===== src/rtl/div_pkg.sv =====
// Shared definitions for the divider issue/retire path: sizes, timeout and
// the one-hot sequencer state encoding.
package div_pkg;

  localparam int DIV_W       = 32;
  localparam int DIV_TIMEOUT = 64;
  localparam logic [DIV_W-1:0] DIV_DZ_Q = {DIV_W{1'b1}};

  typedef enum logic [4:0] {
    S_IDLE   = 5'b00001,
    S_LAUNCH = 5'b00010,
    S_WAIT   = 5'b00100,
    S_FIXUP  = 5'b01000,
    S_HOLD   = 5'b10000
  } div_state_e;

endpackage


===== src/rtl/div_sign_fix.sv =====
// Conditional two's-complement negation of a pair of values; used both to
// form operand magnitudes and to restore signs on the core results.
module div_sign_fix
  import div_pkg::*;
#(
  parameter int WIDTH = DIV_W
) (
  input  logic [WIDTH-1:0] val_a,
  input  logic [WIDTH-1:0] val_b,
  input  logic             neg_a,
  input  logic             neg_b,
  output logic [WIDTH-1:0] res_a,
  output logic [WIDTH-1:0] res_b
);

  localparam logic [WIDTH-1:0] ZERO_V = {WIDTH{1'b0}};

  // Negation wraps within WIDTH, so the most negative value maps to itself.
  always_comb begin
    res_a = neg_a ? (ZERO_V - val_a) : val_a;
    res_b = neg_b ? (ZERO_V - val_b) : val_b;
  end

endmodule


===== src/rtl/div_issue_sequencer.sv =====
// Issue/retire sequencer for the sequential divider core: captures requests,
// launches the core with operand magnitudes and returns sign-corrected results.
module div_issue_sequencer
  import div_pkg::*;
#(
  parameter int WIDTH   = DIV_W,
  parameter int TIMEOUT = DIV_TIMEOUT
) (
  input  logic             clk,
  input  logic             rst_b,
  input  logic             req_valid,
  output logic             req_ready,
  input  logic             req_sgn,
  input  logic [WIDTH-1:0] req_x,
  input  logic [WIDTH-1:0] req_y,
  output logic             core_start,
  output logic [WIDTH-1:0] core_x,
  output logic [WIDTH-1:0] core_y,
  input  logic             core_done,
  input  logic [WIDTH-1:0] core_q,
  input  logic [WIDTH-1:0] core_r,
  output logic             rsp_valid,
  input  logic             rsp_ready,
  output logic [WIDTH-1:0] rsp_q,
  output logic [WIDTH-1:0] rsp_r,
  output logic             rsp_dz,
  output logic             rsp_to
);

  localparam int CNT_W = $clog2(TIMEOUT + 1);
  localparam logic [WIDTH-1:0] ZERO_V = {WIDTH{1'b0}};
  localparam logic [WIDTH-1:0] ONES_V = {WIDTH{1'b1}};
  localparam logic [WIDTH-1:0] MIN_V  = {1'b1, {(WIDTH-1){1'b0}}};

  div_state_e       state_r, state_s;
  logic [CNT_W-1:0] cnt_r;
  logic [WIDTH-1:0] x_r, q_cap_r, r_cap_r;
  logic             neg_q_r, neg_r_r, dz_r, ovf_r, to_r;
  logic             req_ready_r, core_start_r, rsp_valid_r, rsp_dz_r, rsp_to_r;
  logic [WIDTH-1:0] core_x_r, core_y_r, rsp_q_r, rsp_r_r;
  logic             accept_s, y_zero_s, ovf_s, expire_s;
  logic [WIDTH-1:0] mag_x_s, mag_y_s, sgn_q_s, sgn_r_s, fix_q_s, fix_r_s;

  div_sign_fix #(.WIDTH(WIDTH)) u_operand_fix (
    .val_a (req_x),
    .val_b (req_y),
    .neg_a (req_sgn & req_x[WIDTH-1]),
    .neg_b (req_sgn & req_y[WIDTH-1]),
    .res_a (mag_x_s),
    .res_b (mag_y_s)
  );

  div_sign_fix #(.WIDTH(WIDTH)) u_result_fix (
    .val_a (q_cap_r),
    .val_b (r_cap_r),
    .neg_a (neg_q_r),
    .neg_b (neg_r_r),
    .res_a (sgn_q_s),
    .res_b (sgn_r_s)
  );

  // Request decode and timeout detect; the counter runs from LAUNCH onward.
  always_comb begin
    accept_s = req_valid & req_ready_r;
    y_zero_s = (req_y == ZERO_V);
    ovf_s    = req_sgn & (req_x == MIN_V) & (req_y == ONES_V);
    expire_s = (cnt_r == CNT_W'(TIMEOUT - 1));
  end

  // Next-state logic; core_done has priority over an expiring timeout.
  always_comb begin
    state_s = state_r;
    case (state_r)
      S_IDLE: begin
        if (accept_s) begin
          if (y_zero_s | ovf_s) begin
            state_s = S_FIXUP;
          end else begin
            state_s = S_LAUNCH;
          end
        end else begin
          state_s = S_IDLE;
        end
      end
      S_LAUNCH: state_s = S_WAIT;
      S_WAIT: begin
        if (core_done | expire_s) begin
          state_s = S_FIXUP;
        end else begin
          state_s = S_WAIT;
        end
      end
      S_FIXUP: state_s = S_HOLD;
      S_HOLD: begin
        if (rsp_ready) begin
          state_s = S_IDLE;
        end else begin
          state_s = S_HOLD;
        end
      end
      default: state_s = S_IDLE;
    endcase
  end

  // Final result selection from the captured case flags.
  always_comb begin
    if (dz_r) begin
      fix_q_s = ONES_V;
      fix_r_s = x_r;
    end else if (ovf_r) begin
      fix_q_s = x_r;
      fix_r_s = ZERO_V;
    end else if (to_r) begin
      fix_q_s = ZERO_V;
      fix_r_s = ZERO_V;
    end else begin
      fix_q_s = sgn_q_s;
      fix_r_s = sgn_r_s;
    end
  end

  // State register and handshake/strobe outputs registered from next state.
  always_ff @(posedge clk or negedge rst_b) begin
    if (!rst_b) begin
      state_r      <= S_IDLE;
      req_ready_r  <= 1'b1;
      core_start_r <= 1'b0;
      rsp_valid_r  <= 1'b0;
    end else begin
      state_r      <= state_s;
      req_ready_r  <= (state_s == S_IDLE);
      core_start_r <= (state_s == S_LAUNCH);
      rsp_valid_r  <= (state_s == S_HOLD);
    end
  end

  // Operand capture, cycle counter, core result latch and response registers.
  always_ff @(posedge clk or negedge rst_b) begin
    if (!rst_b) begin
      cnt_r    <= {CNT_W{1'b0}};
      x_r      <= ZERO_V;
      q_cap_r  <= ZERO_V;
      r_cap_r  <= ZERO_V;
      neg_q_r  <= 1'b0;
      neg_r_r  <= 1'b0;
      dz_r     <= 1'b0;
      ovf_r    <= 1'b0;
      to_r     <= 1'b0;
      core_x_r <= ZERO_V;
      core_y_r <= ZERO_V;
      rsp_q_r  <= ZERO_V;
      rsp_r_r  <= ZERO_V;
      rsp_dz_r <= 1'b0;
      rsp_to_r <= 1'b0;
    end else begin
      case (state_r)
        S_IDLE: begin
          if (accept_s) begin
            x_r     <= req_x;
            neg_q_r <= req_sgn & (req_x[WIDTH-1] ^ req_y[WIDTH-1]);
            neg_r_r <= req_sgn & req_x[WIDTH-1];
            dz_r    <= y_zero_s;
            ovf_r   <= ovf_s;
            to_r    <= 1'b0;
            cnt_r   <= {CNT_W{1'b0}};
            if (!(y_zero_s | ovf_s)) begin
              core_x_r <= mag_x_s;
              core_y_r <= mag_y_s;
            end
          end
        end
        S_LAUNCH: cnt_r <= cnt_r + CNT_W'(1);
        S_WAIT: begin
          cnt_r <= cnt_r + CNT_W'(1);
          if (core_done) begin
            q_cap_r <= core_q;
            r_cap_r <= core_r;
          end else if (expire_s) begin
            to_r <= 1'b1;
          end
        end
        S_FIXUP: begin
          rsp_q_r  <= fix_q_s;
          rsp_r_r  <= fix_r_s;
          rsp_dz_r <= dz_r;
          rsp_to_r <= to_r;
        end
        S_HOLD: begin
          if (rsp_ready) begin
            rsp_dz_r <= 1'b0;
            rsp_to_r <= 1'b0;
          end
        end
        default: cnt_r <= {CNT_W{1'b0}};
      endcase
    end
  end

  assign req_ready  = req_ready_r;
  assign core_start = core_start_r;
  assign core_x     = core_x_r;
  assign core_y     = core_y_r;
  assign rsp_valid  = rsp_valid_r;
  assign rsp_q      = rsp_q_r;
  assign rsp_r      = rsp_r_r;
  assign rsp_dz     = rsp_dz_r;
  assign rsp_to     = rsp_to_r;

endmodule


===== config.mk =====
export PLATFORM = sky130hd
export DESIGN_NAME = div_issue_sequencer
export DESIGN_NICKNAME = d
export VERILOG_FILES = /design/src/rtl/div_pkg.sv /design/src/rtl/div_sign_fix.sv /design/src/rtl/div_issue_sequencer.sv
export SDC_FILE = /design/constraint.sdc
export NUM_CORES = 1
export LEC_CHECK = 0
export CAP_MARGIN = 20
export CORE_MARGIN = 5
export CORE_UTILIZATION = 40
export CTS_CLUSTER_DIAMETER = 40
export DETAILED_ROUTE_END_ITERATION = 10
export HOLD_SLACK_MARGIN = 0.1
export PLACE_DENSITY_LB_ADDON = 0.1
export SETUP_SLACK_MARGIN = 0.05
export SYNTH_ARGS = -nofsm -noshare
export SYNTH_HDL_FRONTEND = slang
export SYNTH_SLANG_ARGS = --single-unit

===== constraint.sdc =====
create_clock -name clk -period 7.3 [get_ports clk]
set_input_delay 1.46 -clock clk [delete_from_list [all_inputs] [get_ports clk]]
set_output_delay 1.46 -clock clk [all_outputs]
set_load 0.02 [all_outputs]

==> results of run 1 <==
==> final cells by class <==
class | instances | area, µm² | area share (%)
inverter | 26 | 97.6 | 0.552
tap | 442 | 553 | 3.13
multi-input combinational | 941 | 6640 | 37.5
timing repair buffer | 280 | 2780 | 15.7
sequential | 246 | 6160 | 34.8
clock buffer | 51 | 1140 | 6.42
clock inverter | 27 | 325 | 1.84
==> worst reg2reg max path: stages (launching register included) <==
cell and delay, ns:
dfrtp_1 0.48, or2_2 0.49, nor2_1 0.80, nand2_1 0.72
o22ai_1 0.37
==> synthesized netlist by cell type (7+ instances only) <==
| master | n | area share [%] |
|---|---|---|
| o21ai_0 | 61 | 2.3 |
| dfrtp_1 | 244 | 46 |
| nand4_1 | 10 | 0.47 |
| clkbuf_1 | 74 | 2.1 |
| nand3_1 | 18 | 0.68 |
| mux2_2 | 82 | 7.0 |
| and3_1 | 14 | 0.66 |
| o31ai_1 | 21 | 1.2 |
| xnor2_1 | 30 | 2.0 |
| inv_1 | 25 | 0.71 |
| o41ai_1 | 15 | 0.99 |
| nor4_1 | 22 | 1.0 |
| a221oi_1 | 23 | 1.5 |
| a41oi_1 | 7 | 0.46 |
| o22ai_1 | 14 | 0.66 |
| or4_1 | 20 | 1.1 |
| a31oi_1 | 24 | 1.1 |
| nor2_1 | 92 | 2.6 |
| or3_1 | 16 | 0.75 |
| nand2b_1 | 9 | 0.42 |
| nor3_1 | 32 | 1.2 |
| mux2_4 | 48 | 5.4 |
| xor2_1 | 77 | 5.1 |
| nand2_1 | 144 | 4.1 |
| a21oi_1 | 70 | 2.6 |
==> routing by layer <==
| metal | track usage, % | vias up | part of all wire (%) |
|---|---|---|---|
| met5 | 0 | - | 0 |
| met4 | 5.16 | 0 | 1.9 |
| met3 | 5.58 | 65 | 7.8 |
| met2 | 34.3 | 379 | 45 |
| met1 | 32.1 | 5450 | 46 |
| li1 | - | 5199 | - |
==> flip-flops by register name, summed over array words and instances, names as in the netlist <==
register	cells
core_y	32
core_x	32
rsp_r	32
ovf_r	1
x_r	32
core_start	1
dz_r	1
rsp_dz	1
neg_q_r	1
req_ready	1
to_r	1
rsp_valid	1
cnt_r	7
r_cap_r	32
rsp_to	1
state_r	5
q_cap_r	32
neg_r_r	1
rsp_q	32
==> per-stage QoR <==
stage               hold slack (ns)  instance area [µm²]  setup slack (ns)
floorplan                     0.446                13300              3.75
global placement              0.467                16200              2.93
detailed placement            0.473                16200              2.89
CTS                           0.486                17700              3.44
global route                  0.514                17700              3.31
finish                        0.482                17700              3.45
==> power groups by stage <==
stage	registers, mW	logic [mW]	clock network [mW]
2_1_floorplan	2.73	1.69	0
3_3_place_gp	2.66	3.07	0
3_5_place_dp	2.65	3.11	0
4_1_cts	2.65	3.13	2.09
5_1_grt	2.73	3.37	2.15
6_report	2.65	3.11	2.04
==> worst max path at each step <==
stage	from	cells past startpoint	slack, ns	end
2_1_floorplan	req_y[6]	8	3.75	core_x[0]$_DFFE_PN0P_
3_3_place_gp	req_x[2]	6	2.93	core_x[25]$_DFFE_PN0P_
3_5_place_dp	req_x[2]	6	2.89	core_x[17]$_DFFE_PN0P_
4_1_cts	req_x[2]	6	3.44	core_x[17]$_DFFE_PN0P_
5_1_grt	req_x[0]	9	3.31	core_y[10]$_DFFE_PN0P_
6_report	req_x[0]	9	3.45	core_y[12]$_DFFE_PN0P_
==> cells by family after synthesis <==
logic type      synth area share (%)
mux                             12.8
buf+inv                         3.82
fa+ha+maj                      0.565
compound gates                  13.7
simple gates                    15.7
xor+xnor                        7.06
flops                           46.4
==> cell usage in the layout, fill, tap and decap left out, drive strengths merged, types with 9 or more instances in the layout <==
cell	n
mux2	130
o22ai	14
nand2	144
xor2	77
or4	21
o21ai	62
a21oi	70
or3	16
nor3	32
dfrtp	244
a31oi	24
nor2	92
and3	14
clkinv	10
clkdlybuf4s50	265
o41ai	16
xnor2	30
clkbuf	52
buf	14
nor4	25
nand2b	9
o31ai	21
inv	34
a221oi	23
nand4	10
nand3	18
==> reports/qor.csv, run 1 <==
stage,metric,value,unit
critical_path,reg2reg end,rsp_r[18]$_DFFE_PN0N_,
die,Die Area,0.0369,mm²
timing,slew margin rel.,31.6,%
die,Cell Rows,66,
synth,Synth async-reset ratio,100,%
critical_path,Critical Path Fanout Max,36,
cts,Clock Tree Buf Depth,3,
critical_path,critical path arrival,4.26,ns
critical_path,required time worst endpoint,7.71,ns
worst_hold_path,Hold Path Origin,rsp_q[4]$_DFFE_PN0N_,
global_route,vias in the first global route,11100,
synth,Post-synth EDFFs,0,
synth,post-synthesis cell area,0.0133,mm²
critical_path,Critical Path Max Stage Delay,0.53,ns
die,initial core utilization,40.7,%
critical_path,"Buf+Inv Stages, Crit Path",3,
die,Die Ht,192,µm
critical_path,critical path class,in2reg,
die,Core ar.,0.0326,mm²
drt,via/cell ratio,5.51,
cts,TritonCTS clock tree,done,
synth,Avg Inst Size Synth,10.2,µm²
critical_path,RR Startpoint,to_r$_DFFE_PN0P_,
synth,Yosys cell types,66,
final_layout,nets@finish,1678,
critical_path,R2R setup slack,4.35,ns
pwr,Int Pwr,4.80,mW
timing,minimum clock period after layout,3.85,ns
placement,# port buffers,266,
worst_hold_path,Hold Path Sink,rsp_q[4]$_DFFE_PN0N_,
timing,setup_tns,0,ns
final_layout,layout cells sized above 1,15.4,%
cts,CTS resizes,0,
synth,Yosys reg bits,246,
timing,clk_skew,0.0253,ns
global_route,grt total ovfl,0,
cts,clock latency on the worst-skew pair,0.53,ns
pwr,sw frac,38.4,%
timing,final setup fails,0,
cts,total CTS buffers,43,
drt,first-pass iteration count of the detailed router,5,
final_layout,fin cells,2013,
cts,Hold Buf Count CTS,0,
synth,Synth warnings,0,
placement,placed wire-length estimate,29800,µm
critical_path,worst r2r path cells,4,
global_route,largest net degree at the start of global routing,157,
pwr,Psw,2.99,mW
final_layout,synthesis-to-layout area growth,33.2,%
die,I/O pin cnt,267,
drt,detailed-route via count,11100,
final_layout,final core occ,54.2,%
pwr,Clk pwr share,26.2,%
pwr,Combinational Power Share,39.8,%
drt,Detail Route Antenna Nets,0,
drt,drt total wl,42000,µm
pwr,Pwr Total,7.80,mW
drt,DRT iter0 DRCs,813,
synth,cells after synthesis,1298,
global_route,initial antenna violation count,0,
timing,final hold violations,0,
timing,measured slew at the worst slew-check pin,1.03,ns
timing,f_max,260,MHz
run_status,status,"finished, final reports clean",
placement,gp weighted congestion,0.849,
global_route,first-pass GRT wire length,65000,µm
cts,H-tree levels,2,
cts,# Post-CTS Setup Buffers,0,
pwr,Max VDD drop,0.274,mV
final_layout,Fillers,2944,
pwr,P_leak,7.68,nW
cts,root buffer cell,clkbuf_16,
pwr,PD cells,441,mW/mm²
placement,Post-Place Cells,1933,
timing,crit share post-route,52.8,%
cts,number of clock sinks,246,
critical_path,startpoint types,input pin,
die,DIE WIDTH,192,µm
worst_hold_path,Hold WC Path Type,reg2reg,
final_layout,ANT cells,0,
synth,proportion of synthesized chip area in sequential cells,46.4,%
pwr,sequential share of power,34.0,%
drt,post-detailed-route DRC marker count,0,
critical_path,CP Cell Sequence,"clkdlybuf4s50_1, inv_1, ha_1, nor3b_1, and2_1, and3_1, a211oi_4, buf_4, mux2_2",
drt,WL per Instance,20.9,µm
job,Max-Cap Viols,0,
critical_path,"delay-heaviest family, CP",buffers and inverters,
synth,ys flop type,dfrtp_1,
critical_path,Crit-path slowest cell,buf_4,
synth,Post-Syn Nets,1438,
timing,RSZ-0062 raised after global routing,false,
timing,Max Slew Vio Count,0,
cts,clock-pin slew on the worst setup and hold paths,0.05,ns
global_route,gr usage total,22.4,%
critical_path,crit path capture type,register,
worst_hold_path,Hold Path Cell Cnt,2,
Power figures use the tool's default switching activity.
==> run 2: changes to the inputs <==
Clock period 7.3 ns to 3.9 ns, I/O delays scaled along.
==> run 2 against run 1 <==
Against the previous run:
- clock power increased by 75%
- sequential power rose by 88%
- critical path depth fell by 2
- highest routed layer unchanged
- setup slack got worse by 2.5 ns
- largest cell class unchanged
- register-to-register slack worse by 3.2 ns
==> reports/qor.csv, run 2 (synthesis results as in run 1) <==
stage,metric,value,unit,change
run_status,status,"finished, final reports clean",,unchanged
critical_path,Critical Path Start,req_x[24],,was req_x[0]
cts,CTS resizes,0,,unchanged
die,initial core utilization,40.7,%,unchanged
global_route,gr usage total,22.6,%,was 22.4%
final_layout,fin cells,2017,,"was 2,013"
final_layout,nets@finish,1684,,"was 1,678"
drt,detailed-route via count,11100,,about the same
pwr,PD cells,814,mW/mm²,was 441 mW/mm²
cts,# Post-CTS Setup Buffers,0,,unchanged
cts,Hold Buf Count CTS,0,,unchanged
global_route,first-pass GRT wire length,65400,µm,"was 65,000 µm"
timing,clk_skew,0.0195,ns,was 0.0253 ns
job,Max-Cap Viols,0,,unchanged
cts,clock-pin slew on the worst setup and hold paths,0.05,ns,about the same
final_layout,layout cells sized above 1,15.7,%,was 15.4%
critical_path,"Buf+Inv Stages, Crit Path",2,,was 3
die,Die Ht,192,µm,unchanged
pwr,Int Pwr,8.82,mW,was 4.80 mW
timing,final hold violations,0,,unchanged
placement,Post-Place Cells,1943,,"was 1,933"
critical_path,required time worst endpoint,4.30,ns,was 7.71 ns
timing,setup_tns,0,ns,unchanged
critical_path,critical path class,in2reg,,unchanged
critical_path,Critical Path Max Stage Delay,0.62,ns,was 0.53 ns
timing,f_max,333,MHz,
global_route,initial antenna violation count,0,,unchanged
critical_path,Crit-path slowest cell,or4_1,,was buf_4
cts,Clock Tree Buf Depth,3,,unchanged
critical_path,critical path arrival,3.41,ns,was 4.26 ns
global_route,vias in the first global route,11300,,"was 11,100"
drt,Detail Route Antenna Nets,0,,unchanged
pwr,Clk pwr share,24.8,%,was 26.2%
timing,Max Slew Vio Count,0,,unchanged
pwr,Combinational Power Share,40.7,%,was 39.8%
critical_path,"delay-heaviest family, CP",simple AND/OR/NAND/NOR gates,,was buffers and inverters
final_layout,"commonest non-fill, non-tap cells in the layout","clkdlybuf4s50_1 (265), dfrtp_1 (243), nand2_1 (144), nor2_1 (92), mux2_2 (82)",,unchanged
final_layout,"most common cell after layout, fill and taps aside",clkdlybuf4s50_1,,unchanged
pwr,Psw,5.59,mW,was 2.99 mW
placement,gp weighted congestion,0.878,,was 0.849
final_layout,ANT cells,0,,unchanged
global_route,grt total ovfl,0,,unchanged
die,Cell Rows,66,,unchanged
placement,# port buffers,266,,unchanged
worst_hold_path,Hold WC Path Type,in2async,,was reg2reg
critical_path,CP dominant cell by count,or4_1,,
die,DIE WIDTH,192,µm,unchanged
cts,TritonCTS clock tree,done,,unchanged
timing,final setup fails,0,,unchanged
cts,H-tree levels,2,,unchanged
critical_path,Critical Path Fanout Max,32,,was 36
placement,placed wire-length estimate,30800,µm,"was 29,800 µm"
cts,root buffer cell,clkbuf_16,,unchanged
global_route,largest net degree at the start of global routing,86,,was 157
timing,minimum clock period after layout,3.00,ns,
die,I/O pin cnt,267,,unchanged
pwr,sequential share of power,34.6,%,was 34.0%
timing,slew margin rel.,31.1,%,was 31.6%
pwr,P_leak,7.68,nW,about the same
die,Core ar.,0.0326,mm²,unchanged
cts,total CTS buffers,41,,was 43
critical_path,startpoint types,input pin,,unchanged
timing,RSZ-0062 raised after global routing,false,,unchanged
timing,measured slew at the worst slew-check pin,1.03,ns,about the same
drt,via/cell ratio,5.52,,was 5.51
pwr,Max VDD drop,0.420,mV,was 0.274 mV
drt,WL per Instance,21.1,µm,was 20.9 µm
drt,DRT iter0 DRCs,925,,was 813
drt,post-detailed-route DRC marker count,0,,unchanged
timing,crit share post-route,77.0,%,
cts,clock latency on the worst-skew pair,0.53,ns,about the same
pwr,sw frac,38.8,%,was 38.4%
die,Die Area,0.0369,mm²,unchanged
critical_path,RR Startpoint,q_cap_r[0]$_DFFE_PN0P_,,was to_r$_DFFE_PN0P_
drt,drt total wl,42500,µm,"was 42,000 µm"
drt,first-pass iteration count of the detailed router,5,,unchanged
final_layout,synthesis-to-layout area growth,33.3,%,was 33.2%
final_layout,Fillers,2897,,"was 2,944"
critical_path,crit path capture type,register,,unchanged
cts,number of clock sinks,246,,unchanged
critical_path,CP Cell Sequence,"clkdlybuf4s50_1, or4_1, or4_1, nor4_4, a211oi_4, buf_12, mux2_4",,"was clkdlybuf4s50_1, inv_1, ha_1, nor3b_1, and2_1, and3_1, a211oi_4, buf_4, mux2_2"
## run 2: cell count changes in the layout (fill, tap and decap cells not counted), sizes merged
cell,delta
bufinv,-2
buf,+9
inv,-1
clkbuf,-3
clkinv,+1
## run 2: stage by stage
step	setup slack, ns	power [mW]	utilization, %	cell area [µm²]	hold slack (ns)
floorplan	1.03	8.27	-	13300	0.446
global placement	0.441	10.8	50.1	16300	0.467
detailed placement	0.361	10.8	50.1	16300	0.474
CTS	0.917	14.5	54.3	17700	0.195
global route	0.814	15.2	54.3	17700	0.208
finish	0.898	14.4	54.3	17700	0.183
## run 2: worst paths after layout
kind | slack [ns] | cells past startpoint | end
max | 0.90 | 7 | core_x[14]$_DFFE_PN0P_
min | 0.18 | 1 | q_cap_r[13]$_DFFE_PN0P_
max reg2reg | 1.14 | 7 | rsp_q[16]$_DFFE_PN0N_
min reg2reg | 0.48 | 2 | rsp_q[10]$_DFFE_PN0N_
max in group asynchronous | 2.72 | 2 | core_x[25]$_DFFE_PN0P_
min in group clk | 0.48 | 2 | rsp_q[10]$_DFFE_PN0N_
## run 2: routing by layer
metal  up-vias  GRT usage [%]  share of wire (%)
met5         -              0                  0
met4         0           6.80                2.5
met3        67           5.14                7.8
met2       400           34.7                 45
met1      5457           32.0                 45
li1       5203              -                  -
## run 2: cell type report
type / count / area [µm²] / area share (%)
multi-input cells: 941 / 6640 / 37.5
flip-flops and latches: 246 / 6160 / 34.8
repair buffers: 288 / 2900 / 16.4
clock buffers: 49 / 1100 / 6.19
well taps: 442 / 553 / 3.12
clock inverters: 25 / 265 / 1.50
inverters: 26 / 97.6 / 0.551
## run 2: power groups by stage
stage	clock network, mW	logic [mW]	registers [mW]
final	3.57	5.86	4.98
after global routing	3.77	6.34	5.11
after CTS	3.65	5.90	4.97
after detailed placement	0	5.87	4.97
after global placement	0	5.80	4.98
after floorplan	0	3.17	5.11
==> run 3: changes to the inputs <==
Clock period 3.9 ns to 2.93 ns, I/O delays scaled along.
==> run 3 against run 2 <==
Against the previous run:
- worst hold slack better by 0.30 ns
- clock-buffer cell count up 6
- cell area up 5.5%
- wire length up 2.4%
- sequential cell count unchanged
- critical path depth up 1
- via count up 3.8%
- setup slack worse by 0.68 ns
- die area unchanged
- critical endpoint is now rsp_q[30]$_DFFE_PN0N_
==> reports/qor.csv, run 3 (synthesis results as in run 1) <==
stage,metric,value,unit,change
run_status,status,"finished, final reports clean",,unchanged
critical_path,"Buf+Inv Stages, Crit Path",2,,unchanged
global_route,grt total ovfl,0,,unchanged
final_layout,synthesis-to-layout area growth,40.6,%,was 33.3%
pwr,PD cells,1070,mW/mm²,was 814 mW/mm²
critical_path,"delay-heaviest family, CP",simple AND/OR/NAND/NOR gates,,unchanged
drt,WL per Instance,20.5,µm,was 21.1 µm
placement,# port buffers,266,,unchanged
critical_path,worst r2r path cells,8,,was 7
critical_path,R2R setup slack,0.22,ns,was 1.14 ns
final_layout,"most common cell after layout, fill and taps aside",clkdlybuf4s50_1,,unchanged
worst_hold_path,Hold WC Path Type,reg2reg,,was in2async
die,I/O pin cnt,267,,unchanged
final_layout,Final Cell Area,0.0187,mm²,was 0.0177 mm²
critical_path,RR Startpoint,q_cap_r[0]$_DFFE_PN0P_,,unchanged
critical_path,crit path capture type,register,,unchanged
timing,minimum clock period after layout,2.71,ns,
critical_path,Stages on worst setup path,8,,was 7
timing,clk_skew,0.0145,ns,was 0.0195 ns
drt,via/cell ratio,5.44,,was 5.52
drt,post-detailed-route DRC marker count,0,,unchanged
final_layout,"commonest non-fill, non-tap cells in the layout","clkdlybuf4s50_1 (265), dfrtp_1 (243), nand2_1 (144), buf_4 (115), nor2_1 (92)",,"was clkdlybuf4s50_1 (265), dfrtp_1 (243), nand2_1 (144), nor2_1 (92), mux2_2 (82)"
timing,crit share post-route,92.5,%,
critical_path,startpoint types,register,,was input pin
die,DIE WIDTH,192,µm,unchanged
cts,number of clock sinks,246,,unchanged
timing,final hold violations,0,,unchanged
critical_path,Critical Path Fanout Max,6,,was 32
pwr,Max VDD drop,0.628,mV,was 0.420 mV
critical_path,required time worst endpoint,3.33,ns,was 4.30 ns
critical_path,Crit-path slowest cell,or4_1,,unchanged
critical_path,CP Cell Sequence,"inv_1, ha_1, or3b_2, buf_4, or4_1, nor4_1, mux2i_1, nand3_1",,"was clkdlybuf4s50_1, or4_1, or4_1, nor4_4, a211oi_4, buf_12, mux2_4"
cts,total CTS buffers,43,,was 41
timing,Max Slew Vio Count,0,,unchanged
cts,Clock Tree Buf Depth,3,,unchanged
job,Max-Cap Viols,0,,unchanged
timing,final worst setup slack,0.220,ns,was 0.898 ns
final_layout,final core occ,57.2,%,was 54.3%
critical_path,reg2reg end,rsp_q[30]$_DFFE_PN0N_,,was rsp_q[16]$_DFFE_PN0N_
drt,Detail Route Antenna Nets,0,,unchanged
placement,placed wire-length estimate,32200,µm,"was 30,800 µm"
final_layout,nets@finish,1787,,"was 1,684"
critical_path,Critical Path Max Stage Delay,0.56,ns,was 0.62 ns
timing,hold_ws,0.486,ns,was 0.183 ns
placement,gp weighted congestion,0.872,,was 0.878
cts,TritonCTS clock tree,done,,unchanged
pwr,P_leak,8.27,nW,was 7.68 nW
critical_path,critical path arrival,3.11,ns,was 3.41 ns
cts,# Post-CTS Setup Buffers,0,,unchanged
critical_path,Critical Path End,rsp_q[30]$_DFFE_PN0N_,,was core_x[14]$_DFFE_PN0P_
critical_path,Critical Path Start,q_cap_r[0]$_DFFE_PN0P_,,was req_x[24]
cts,clock-pin slew on the worst setup and hold paths,0.05,ns,about the same
global_route,vias in the first global route,11800,,"was 11,300"
cts,clock latency on the worst-skew pair,0.53,ns,about the same
drt,drt total wl,43500,µm,"was 42,500 µm"
drt,first-pass iteration count of the detailed router,5,,unchanged
drt,detailed-route via count,11600,,"was 11,100"
die,Die Ht,192,µm,unchanged
timing,RSZ-0062 raised after global routing,false,,unchanged
die,initial core utilization,40.7,%,unchanged
placement,dpl ws,-0.244,ns,was 0.361 ns
timing,slew margin rel.,49.3,%,was 31.1%
global_route,largest net degree at the start of global routing,78,,was 86
critical_path,critical path class,reg2reg,,was in2reg
timing,final setup fails,0,,unchanged
final_layout,layout cells sized above 1,21.1,%,was 15.7%
global_route,first-pass GRT wire length,67700,µm,"was 65,400 µm"
global_route,gr usage total,23.4,%,was 22.6%
timing,f_max,369,MHz,
cts,root buffer cell,clkbuf_16,,unchanged
global_route,initial antenna violation count,0,,unchanged
cts,H-tree levels,2,,unchanged
placement,Placed Area,0.0171,mm²,was 0.0163 mm²
die,Core ar.,0.0326,mm²,unchanged
final_layout,ANT cells,0,,unchanged
timing,measured slew at the worst slew-check pin,0.759,ns,was 1.03 ns
die,Die Area,0.0369,mm²,unchanged
die,Cell Rows,66,,unchanged
drt,DRT iter0 DRCs,838,,was 925
## run 3: timing repair
item / 4_1_cts / 5_1_grt
gates resized for setup: 0 / 0
endpoints found under the hold margin: 52 / 0
hold buffers: 1 / 0
## run 3: where the power goes
group	leakage, nW	total, mW	switching [mW]	internal, mW
combinational	4.35	8.06	4.01	4.04
clock	0.753	5.27	1.78	3.48
sequential	3.17	6.60	1.72	4.87
## run 3: area by class of cell
| class | count | area (µm²) |
|---|---|---|
| Clock buffer | 55 | 1250 |
| Multi-Input combinational cell | 941 | 6640 |
| Sequential cell | 246 | 6160 |
| Inverter | 26 | 97.6 |
| Tap cell | 442 | 553 |
| Clock inverter | 24 | 290 |
| Fill cell | 2877 | 13900 |
| Timing Repair Buffer | 389 | 3680 |
## run 3: worst register-to-register path: stages (launching register included)
cell,delay (ns)
dfrtp_1,0.40
inv_1,0.09
ha_1,0.16
or3b_2,0.46
buf_4,0.17
or4_1,0.56
nor4_1,0.44
mux2i_1,0.23
nand3_1,0.08
## run 3: stage by stage
| step | total power, mW | TNS [ns] | std cells |
|---|---|---|---|
| finish | 19.9 | 0 | 2123 |
| global route | 21.0 | 0 | 2123 |
| CTS | 20.1 | 0 | 2123 |
| detailed placement | 14.6 | -13.29 | 2043 |
| global placement | 14.5 | -10.37 | 2043 |
| floorplan | 11.0 | 0 | 1298 |
## run 3: how the worst min path moves through the flow
stage,start,to,depth (start not counted)
finish,rsp_q[11]$_DFFE_PN0N_,rsp_q[11]$_DFFE_PN0N_,2
global route,cnt_r[5]$_DFFE_PN0P_,cnt_r[5]$_DFFE_PN0P_,1
CTS,rsp_q[11]$_DFFE_PN0N_,rsp_q[11]$_DFFE_PN0N_,2
detailed placement,rsp_q[5]$_DFFE_PN0N_,rsp_q[5]$_DFFE_PN0N_,2
global placement,rsp_q[4]$_DFFE_PN0N_,rsp_q[4]$_DFFE_PN0N_,2
floorplan,rst_b,cnt_r[0]$_DFFE_PN0P_,0
## run 3: routing by layer
| layer | global-route usage (%) | share of wire [%] | up-vias |
|---|---|---|---|
| met4 | 6.94 | 2.7 | 0 |
| met2 | 35.9 | 45 | 437 |
| met5 | 0 | 0 | - |
| met3 | 5.14 | 7.5 | 77 |
| met1 | 33.4 | 45 | 5619 |
| li1 | - | - | 5419 |
